===== config.mk =====
export PLATFORM = sky130hd
export DESIGN_NAME = seg_scan_drv_flat
export DESIGN_NICKNAME = d
export VERILOG_FILES = /design/src/rtl/seg_scan_drv_pkg.sv /design/src/rtl/seg_scan_drv_if.sv /design/src/rtl/seg_scan_drv_scan_tick_gen.sv /design/src/rtl/seg_scan_drv.sv /design/src/flat_wrapper.sv
export SDC_FILE = /design/constraint.sdc
export NUM_CORES = 1
export LEC_CHECK = 0
export CAP_MARGIN = 20
export CORE_ASPECT_RATIO = 0.75
export CORE_MARGIN = 4
export CORE_UTILIZATION = 30
export CTS_CLUSTER_DIAMETER = 100
export DETAILED_ROUTE_END_ITERATION = 10
export PLACE_DENSITY = 0.51
export SYNTH_ARGS = -nofsm -noshare
export SYNTH_HDL_FRONTEND = slang
export SYNTH_SLANG_ARGS = --single-unit

===== constraint.sdc =====
create_clock -name clk -period 4.1 [get_ports clk]
set_input_delay 0.615 -clock clk [delete_from_list [all_inputs] [get_ports clk]]
set_output_delay 0.615 -clock clk [all_outputs]
set_load 0.01 [all_outputs]

===== src/rtl/seg_scan_drv_pkg.sv =====
// Shared display encoding constants for the segment scan driver and the BCD-to-segment decoder.
// Both sides import this so blank/off/zero encodings always agree.
package seg_scan_drv_pkg;

    typedef logic [7:0] seg_pat_t;
    typedef logic [5:0] seg_com_t;
    typedef logic [2:0] digit_idx_t;

    localparam seg_pat_t    SEG_BLANK    = 8'h00;
    localparam seg_com_t    COM_OFF      = 6'b111111;
    localparam int unsigned N_DIGITS     = 6;
    localparam seg_pat_t    ZERO_PAT_DEF = 8'hFC;

    function automatic seg_com_t com_onecold(input digit_idx_t idx);
        com_onecold = ~(6'b000001 << idx);
    endfunction

endpackage


===== src/rtl/seg_scan_drv_if.sv =====
// Pattern inputs, display controls and multiplexed pin outputs of the scan driver.
// The slave modport is the driver itself; master is whoever feeds it patterns.
interface seg_scan_drv_if;
    import seg_scan_drv_pkg::*;

    logic     en;
    logic     lz_en;
    logic     colon_en;
    seg_pat_t seg_d0;
    seg_pat_t seg_d1;
    seg_pat_t seg_d2;
    seg_pat_t seg_d3;
    seg_pat_t seg_d4;
    seg_pat_t seg_d5;
    seg_pat_t seg_out;
    seg_com_t seg_com;
    logic     scan_tick;

    modport slave (
        input  en, lz_en, colon_en,
        input  seg_d0, seg_d1, seg_d2, seg_d3, seg_d4, seg_d5,
        output seg_out, seg_com, scan_tick
    );

    modport master (
        output en, lz_en, colon_en,
        output seg_d0, seg_d1, seg_d2, seg_d3, seg_d4, seg_d5,
        input  seg_out, seg_com, scan_tick
    );

endinterface


===== src/rtl/seg_scan_drv_scan_tick_gen.sv =====
// Modulo-N counter advanced by an enable pulse; o_wrap flags the increment that returns to 0.
// Produces enable pulses only, never a derived clock.
module seg_scan_drv_scan_tick_gen #(
    parameter int unsigned N = 4,
    parameter int unsigned W = $clog2(N)
) (
    input  logic         clk,
    input  logic         rst,
    input  logic         i_inc,
    output logic [W-1:0] o_cnt,
    output logic         o_wrap
);

    localparam logic [W-1:0] Last = W'(N - 1);

    logic [W-1:0] r_cnt;

    assign o_wrap = i_inc && (r_cnt == Last);
    assign o_cnt  = r_cnt;

    always_ff @(posedge clk or negedge rst) begin
        if (!rst) begin
            r_cnt <= '0;
        end else if (i_inc) begin
            r_cnt <= o_wrap ? '0 : r_cnt + W'(1);
        end
    end

endmodule


===== src/rtl/seg_scan_drv.sv =====
// Time-multiplexes six segment patterns onto one shared segment bus with active-low commons,
// with per-slot blanking, hour-tens leading-zero suppression and a blinking colon on the dps.
module seg_scan_drv
    import seg_scan_drv_pkg::*;
#(
    parameter int unsigned SCAN_DIV    = 1000,
    parameter int unsigned BLANK_CYC   = 8,
    parameter int unsigned BLINK_SCANS = 100,
    parameter seg_pat_t    ZERO_PAT    = ZERO_PAT_DEF
) (
    input  logic          clk,
    input  logic          rst,
    seg_scan_drv_if.slave bus
);

    localparam int unsigned         CntW     = $clog2(SCAN_DIV);
    localparam int unsigned         ScanW    = $clog2(BLINK_SCANS) + 1;
    localparam logic [CntW-1:0]     BlankCnt = CntW'(BLANK_CYC);
    localparam digit_idx_t          LastDig  = digit_idx_t'(N_DIGITS - 1);

    logic [CntW-1:0]  w_cnt;
    logic             w_slot_wrap;
    logic             w_scan_tick;
    logic             w_blink_wrap;
    logic [ScanW-1:0] w_blink_cnt_unused;
    seg_pat_t         w_sel;
    seg_pat_t         w_pat;
    logic             w_lz;
    logic             w_drive;
    seg_pat_t         w_seg_out_d;
    seg_com_t         w_seg_com_d;

    digit_idx_t r_idx;
    seg_pat_t   r_snap;
    logic       r_phase;
    seg_pat_t   r_seg_out;
    seg_com_t   r_seg_com;

    seg_scan_drv_scan_tick_gen #(
        .N (SCAN_DIV),
        .W (CntW)
    ) u_slot_cnt (
        .clk    (clk),
        .rst    (rst),
        .i_inc  (1'b1),
        .o_cnt  (w_cnt),
        .o_wrap (w_slot_wrap)
    );

    assign w_scan_tick = w_slot_wrap && (r_idx == LastDig);

    seg_scan_drv_scan_tick_gen #(
        .N (BLINK_SCANS),
        .W (ScanW)
    ) u_blink_cnt (
        .clk    (clk),
        .rst    (rst),
        .i_inc  (w_scan_tick),
        .o_cnt  (w_blink_cnt_unused),
        .o_wrap (w_blink_wrap)
    );

    always_comb begin
        w_sel = bus.seg_d0;
        unique case (r_idx)
            3'd0:    w_sel = bus.seg_d0;
            3'd1:    w_sel = bus.seg_d1;
            3'd2:    w_sel = bus.seg_d2;
            3'd3:    w_sel = bus.seg_d3;
            3'd4:    w_sel = bus.seg_d4;
            3'd5:    w_sel = bus.seg_d5;
            default: w_sel = bus.seg_d0;
        endcase
    end

    // Leading-zero suppression keeps the commons off too, so the slot stays fully dark.
    always_comb begin
        w_pat = r_snap;
        if (bus.colon_en && (r_idx == 3'd2 || r_idx == 3'd4)) begin
            w_pat[0] = r_phase;
        end
        w_lz        = bus.lz_en && (r_idx == LastDig) && (r_snap == ZERO_PAT);
        w_drive     = bus.en && (w_cnt >= BlankCnt) && !w_lz;
        w_seg_out_d = w_drive ? w_pat : SEG_BLANK;
        w_seg_com_d = w_drive ? com_onecold(r_idx) : COM_OFF;
    end

    always_ff @(posedge clk or negedge rst) begin
        if (!rst) begin
            r_idx     <= '0;
            r_snap    <= SEG_BLANK;
            r_phase   <= 1'b0;
            r_seg_out <= SEG_BLANK;
            r_seg_com <= COM_OFF;
        end else begin
            if (w_slot_wrap) begin
                r_idx <= (r_idx == LastDig) ? '0 : r_idx + 3'd1;
            end
            if (w_cnt == '0) begin
                r_snap <= w_sel;
            end
            if (w_blink_wrap) begin
                r_phase <= ~r_phase;
            end
            r_seg_out <= w_seg_out_d;
            r_seg_com <= w_seg_com_d;
        end
    end

    assign bus.seg_out   = r_seg_out;
    assign bus.seg_com   = r_seg_com;
    assign bus.scan_tick = w_scan_tick;

endmodule


===== src/flat_wrapper.sv =====
// flat-port wrapper written by rule: the top's interface ports become plain ports
module seg_scan_drv_flat import seg_scan_drv_pkg::*;
#(
    parameter int unsigned SCAN_DIV    = 1000,
    parameter int unsigned BLANK_CYC   = 8,
    parameter int unsigned BLINK_SCANS = 100,
    parameter seg_pat_t    ZERO_PAT    = ZERO_PAT_DEF
)
  (clk, rst, bus_en, bus_lz_en, bus_colon_en, bus_seg_d0, bus_seg_d1, bus_seg_d2, bus_seg_d3, bus_seg_d4, bus_seg_d5, bus_seg_out, bus_seg_com, bus_scan_tick);
  seg_scan_drv_if bus_i ();
  input  logic clk;
  input  logic rst;
  input wire logic [$bits(bus_i.en)-1:0] bus_en;
  input wire logic [$bits(bus_i.lz_en)-1:0] bus_lz_en;
  input wire logic [$bits(bus_i.colon_en)-1:0] bus_colon_en;
  input wire logic [$bits(bus_i.seg_d0)-1:0] bus_seg_d0;
  input wire logic [$bits(bus_i.seg_d1)-1:0] bus_seg_d1;
  input wire logic [$bits(bus_i.seg_d2)-1:0] bus_seg_d2;
  input wire logic [$bits(bus_i.seg_d3)-1:0] bus_seg_d3;
  input wire logic [$bits(bus_i.seg_d4)-1:0] bus_seg_d4;
  input wire logic [$bits(bus_i.seg_d5)-1:0] bus_seg_d5;
  output wire logic [$bits(bus_i.seg_out)-1:0] bus_seg_out;
  output wire logic [$bits(bus_i.seg_com)-1:0] bus_seg_com;
  output wire logic [$bits(bus_i.scan_tick)-1:0] bus_scan_tick;
  assign bus_i.en = bus_en;
  assign bus_i.lz_en = bus_lz_en;
  assign bus_i.colon_en = bus_colon_en;
  assign bus_i.seg_d0 = bus_seg_d0;
  assign bus_i.seg_d1 = bus_seg_d1;
  assign bus_i.seg_d2 = bus_seg_d2;
  assign bus_i.seg_d3 = bus_seg_d3;
  assign bus_i.seg_d4 = bus_seg_d4;
  assign bus_i.seg_d5 = bus_seg_d5;
  assign bus_seg_out = bus_i.seg_out;
  assign bus_seg_com = bus_i.seg_com;
  assign bus_scan_tick = bus_i.scan_tick;
  seg_scan_drv #(.SCAN_DIV(SCAN_DIV), .BLANK_CYC(BLANK_CYC), .BLINK_SCANS(BLINK_SCANS), .ZERO_PAT(ZERO_PAT)) u_core (.clk(clk), .rst(rst), .bus(bus_i));
endmodule

==> run metrics <==
initial DRC count=73; internal power=about 700 uW; Worst Skew=8.55 ps; largest net degree at the start of global routing=45; Clock Power Share=40.0%; Setup WS pre-CTS=~1500 ps; Worst-Margin Slew=1010 ps; area of the multi-input gates=approximately 0.0011 sq mm; Clock transition at path regs=roughly 90 ps; Mapped Cells=230; vias in the first global route=1,933; Syn. warnings=0; FILL cells=between 700 and 800; synthesized flop and latch total=44; Fmax=345 MHz; status=finished, final reports clean; Buf+Inv Stages, Crit Path=2; Max VDD drop=132 uV; DRC viols=0; RR Endpoint=u_core.r_snap[7]$_DFFE_PN0N_; Resized Gates After CTS=0; placed insts=between 300 and 400; mux share of post-synthesis cell area=about 6.7%; TritonCTS clock tree=built; first-pass GRT wire length=approximately 10,000 um; Nets=about 350; num ports=68; register area share after synthesis=47.7%; commonest non-fill, non-tap cell in the layout=clkdlybuf4s50_1; synth unique cells=between 40 and 50; CP Capture Type=primary output; via count=approximately 1,900; area share of xor/xnor cells in the synthesized design=roughly 4.5%; Max Cap Viol=0; P&R area growth vs syn=38.3%; layout cells sized above 1=roughly an eighth; Pleak=0.00133 uW; CP max-delay cell=dfrtp_1; switching power total=about 190 uW; Sw Share=20.9%; type of origin of the critical path=register; Synth Area in Compound Gates=between 10% and 20%; Skew-Pair Late Insertion Delay=300 ps; Final Cycle Share=~70%; Max clock buf depth=2; Synth Area in Adders=about 2.2%; post-synthesis simple-gate area fraction=approximately a quarter; die area=roughly 0.0092 sq mm; Inserted Clock Buffers=5; core area=0.00743 sq mm; Hold Fails Final Rpt=0; Cell Pwr Density=roughly 280 mW/mm^2; IO buf count=67; antenna violations before repair=0; Worst path max stage delay=830 ps; router iterations before antenna repair=4; syn avg cell area=about 10 sq um; setup bufs post-CTS=0; most frequent cells in the layout=clkdlybuf4s50_1, dfrtp_1, nand2_1; Initial Utilization=31.3%; largest family of logic cells by synthesized area=simple AND/OR/NAND/NOR gates; Post-Route WL=6270 um; total grt overflow=0; GRT Total Usage=about 14%; remaining antenna violation count=0; row cnt=27; Worst slew margin=a little under a third; Seq pwr share=50.4%; Hold Path Class=in2async; Antenna diodes=0; EDFF count, synth=0; flop2flop setup slack=between 1500 and 2000 ps; worst path arrival time=between 2000 and 2500 ps; dpl hpwl=around 4700 um; Comb power frac=a little under a tenth; unrepaired setup endpoints after global routing=false; Total Negative Setup Slacks=0 ps; Via density=a little under 5; Worst Path Required=about 3500 ps; hold_buf cts=0; Wirelength per Cell=15.8 um; maximum net fanout on the critical path=19; most common flop cell mapped by yosys=dfrtp_1; Final Max Slew Viols=0; clk sinks=44; fin worst setup slack=approximately 1200 ps; Syn Nets=287; Mapped Area=0.00232 sq mm; Reg area=0.00111 sq mm; family with the most delay on the worst path=flip-flops; CTS root buffer=clkbuf_8; crit path cell chain=and3b_1 > nand2_1 > inv_1 > clkdlybuf4s50_1; fin crit period=approximately 2900 ps; crit path kind=reg2out; worst flop-to-flop path startpoint=u_core.r_idx[2]$_DFFE_PN0N_; Final Setup Violations=0; die height=about 84 um; worst r2r path cells=5; Die W=110 um; Final GP Congestion=around 0.78; CTS H-tree depth=2; async set or reset register ratio after synthesis=100%; final std cells w/o fill=just under 400
-- how the worst max path moves through the flow --
stage                                    startpoint            end  slack (ps)  cells after the start
2_1_floorplan  u_core.u_slot_cnt.o_cnt[0]$_DFF_PN0_  bus_scan_tick        2160                      5
3_3_place_gp            u_core.r_idx[2]$_DFFE_PN0N_  bus_scan_tick        1590                      4
3_5_place_dp            u_core.r_idx[2]$_DFFE_PN0N_  bus_scan_tick        1520                      4
4_1_cts                 u_core.r_idx[2]$_DFFE_PN0N_  bus_scan_tick        1180                      4
5_1_grt        u_core.u_slot_cnt.o_cnt[0]$_DFF_PN0_  bus_scan_tick        1020                      6
6_report                u_core.r_idx[2]$_DFFE_PN0N_  bus_scan_tick        1200                      4
-- cells in the mapped netlist, types with 3 or more instances --
| cell type | n | area (sq um) |
|---|---|---|
| nand2_1 | 22 | 82.6 |
| o21ai_0 | 11 | 55.1 |
| ha_1 | 4 | 50.1 |
| dfstp_2 | 6 | 158 |
| or3_1 | 3 | 18.8 |
| nor2b_1 | 4 | 25.0 |
| inv_1 | 7 | 26.3 |
| xor2_1 | 6 | 52.6 |
| a22oi_1 | 14 | 105 |
| and3_1 | 9 | 56.3 |
| nand4_1 | 6 | 37.5 |
| and2_1 | 8 | 50.1 |
| clkbuf_1 | 3 | 11.3 |
| nor2_1 | 18 | 67.6 |
| nand3_1 | 6 | 30.0 |
| xnor2_1 | 6 | 52.6 |
| o21ai_1 | 8 | 40.0 |
| mux2_2 | 11 | 124 |
| buf_2 | 7 | 35.0 |
| dfrtp_1 | 38 | 951 |
-- logic make-up (layout without fill, tap and decap cells) --
family / after synthesis / count (layout)
flip-flops: 44 / 44
XOR/XNOR: 12 / 12
buffers and inverters: 18 / 84
multiplexers: 14 / 14
AO/OA/AOI/OAI: 43 / 43
AND/OR/NAND/NOR: 95 / 95
adder cells (fa/ha/maj): 4 / 4
-- registers in the layout (all words and copies together), names as in the netlist --
| signal | cells |
|---|---|
| u_core.r_snap | 8 |
| u_core.r_phase | 1 |
| u_core.bus.seg_com | 6 |
| u_core.u_slot_cnt.o_cnt | 10 |
| u_core.bus.seg_out | 8 |
| u_core.r_idx | 3 |
| u_core.u_blink_cnt.o_cnt | 8 |
-- per-stage QoR --
step	util (%)	hold slack, ps	total power, uW	area, sq um
floorplan	-	319	469	2320
global placement	41.3	462	540	3070
detailed placement	41.3	460	540	3070
CTS	43.0	476	898	3190
global route	43.2	145	925	3210
finish	43.2	150	887	3210
-- power groups by stage --
stage	Clock [uW]	Sequential (uW)	Combinational [uW]
2_1_floorplan	0	457	12.6
3_3_place_gp	0	456	84.1
3_5_place_dp	0	456	84.2
4_1_cts	365	448	84.6
5_1_grt	383	448	93.3
6_report	354	448	85.2
-- worst register-to-register path: stages (launching register included) --
cell and delay (ps):
dfrtp_1 830, inv_1 130, ha_1 420, a21o_1 400, and3_1 250, o21ai_1 130
-- per-layer routing --
metal | vias up | global-route usage [%] | share of wire (%)
li1 | 943 | - | -
met5 | - | 0 | 0
met1 | 935 | 20.3 | 48
met2 | 36 | 22.5 | 48
met3 | 10 | 2.38 | 2.8
met4 | 0 | 3.74 | 1.3
-- area by class of cell --
cell class / instances / area share (%)
inverters: 7 / 0.817
clock buffers: 6 / 2.57
well taps: 101 / 3.93
flip-flops and latches: 44 / 34.5
repair buffers: 69 / 21.6
multi-input cells: 168 / 35.4
clock inverters: 2 / 1.21
No activity file was read; power rests on OpenSTA's default activity.
==> RTL edit: new RTL, same settings <==
`SCAN_DIV` is set to 1000 in 2 places; all go to 500.
--- a/src/rtl/seg_scan_drv.sv
+++ b/src/rtl/seg_scan_drv.sv
@@ -3,7 +3,7 @@
 module seg_scan_drv
     import seg_scan_drv_pkg::*;
 #(
-    parameter int unsigned SCAN_DIV    = 1000,
+    parameter int unsigned SCAN_DIV    = 500,
     parameter int unsigned BLANK_CYC   = 8,
     parameter int unsigned BLINK_SCANS = 100,
     parameter seg_pat_t    ZERO_PAT    = ZERO_PAT_DEF
--- a/src/flat_wrapper.sv
+++ b/src/flat_wrapper.sv
@@ -1,7 +1,7 @@
 // flat-port wrapper written by rule: the top's interface ports become plain ports
 module seg_scan_drv_flat import seg_scan_drv_pkg::*;
 #(
-    parameter int unsigned SCAN_DIV    = 1000,
+    parameter int unsigned SCAN_DIV    = 500,
     parameter int unsigned BLANK_CYC   = 8,
     parameter int unsigned BLINK_SCANS = 100,
     parameter seg_pat_t    ZERO_PAT    = ZERO_PAT_DEF
Behaviour: same outputs for any inputs over 10 cycles, from zero or initial values and one cycle with rst low; that may be too few to reach the edited logic, so the function may still have changed.
==> RTL edit against the original RTL <==
- power shrank 10%
- wire length shrank 3.0%
- synthesized area grew 2.6%
- setup slack lost 0.15 ns
- sequential cell count shrank 1
- clock skew shrank 0.0015 ns
- design area shrank 0.58%
- combinational power grew 3.5%
- critical path depth shrank 1
- critical endpoint unchanged
- highest routed layer unchanged
==> RTL edit: results (changes against the original RTL) <==
OUTCOME
-----------------------------------------------------------------------------------------------------------------
Result of the run                                                                                    finished clean

LOGIC SYNTHESIS
-----------------------------------------------------------------------------------------------------------------
Share of synthesized area spent on multiplexers                                                             4.72%   -2.0 points
Most numerous cell types in the synthesized netlist                                                  sky130_fd_sc_hd__dfrtp_1, sky130_fd_sc_hd__nor2_1, sky130_fd_sc_hd__nand2_1
Number of instances in the synthesized netlist                                                                231   +0.43%
Arithmetic-cell share of the synthesized area counting full adders, half adders and majority gates          2.10%   -0.054 points
Post-synth cell types                                                                                          49   +4.3%
Net count after synthesis                                                                                     288   +0.35%
XOR/XNOR Fraction of Synth Area                                                                             3.67%   -0.85 points

CRITICAL PATH
-----------------------------------------------------------------------------------------------------------------
Critical Path Fanout Max                                                                                       24   +5
Endpoint of the most critical register-to-register path                                              u_core.r_snap[4]
Crit-path max cell delay                                                                                  0.97 ns   +0.14 ns
Setup slack of the worst register-to-register path                                                        1.76 ns   -0.12 ns

STA
-----------------------------------------------------------------------------------------------------------------
Slew HR                                                                                                     36.7%   +4.8 points
Worst setup skew after layout                                                                          0.00704 ns   -0.00151 ns

FINAL LAYOUT
-----------------------------------------------------------------------------------------------------------------
Number of fill cells                                                                                          737   -0.14%
Proportion of cell area occupied by registers                                                               33.9%   -0.58 points
Logic inverters                                                                                                 8   +1
Layout cell share with drive strength beyond 1                                                              9.59%   -2.2 points
Non-clock buffer total of the final layout                                                                     68   -1.4%
NonClk Buf Share                                                                                            21.5%   -0.11 points

POWER AND IR DROP
-----------------------------------------------------------------------------------------------------------------
Leakage component of the power                                                                            1.30 nW   -2.8%
Worst ir drop on vdd                                                                                       131 uV   -0.75%

ROUTE
-----------------------------------------------------------------------------------------------------------------
Vias after detailed routing                                                                                  1851   -3.8%
Drt first-iter violations                                                                                     100   +37%

PLACE
-----------------------------------------------------------------------------------------------------------------
Gp weighted congestion                                                                                      0.792   +1.7%
Detailed placer's ending HPWL                                                                             4.48 mm   -4.4%

GLOBAL ROUTE
-----------------------------------------------------------------------------------------------------------------
Combined global-route utilization of all metal layers                                                       13.0%   -1.3 points
Largest net degree at the start of global routing                                                              44   -2.2%

-- RTL edit: changes by cell type after synthesis, sizes merged, moves of 7 or more --
cell	delta
a22oi	-14
o21ai	-13
a21oi	+10
mux2	-10
o31ai	+10
a211oi	+8
and3	-8
mux2i	+7
nor3	+7
-- RTL edit: per-layer routing --
layer  part of all wire [%]  wire, um  track usage, %
met1                     53      3250            20.2
met2                     42      2530            17.9
met3                    4.1       247            2.99
met4                   0.77        47            3.02
met5                      0         0               0
-- RTL edit: through the flow --
step	area (um^2)	worst slack [ns]	utilization, %	total power [mW]	hold WS [ns]
after global placement	3090	1.39	41.0	0.533	0.468
final	3200	1.05	42.4	0.797	0.195
after detailed placement	3090	1.32	41.0	0.533	0.462
after floorplan	2380	2.20	-	0.460	0.319
after global routing	3200	0.832	42.4	0.842	0.205
after CTS	3180	1.01	42.2	0.811	0.482
-- RTL edit: report_power, final --
part	internal, mW	switching [mW]	total, mW
Combinational	0.0595	0.0287	0.0882
Sequential	0.433	0.00385	0.437
Clock	0.132	0.140	0.272
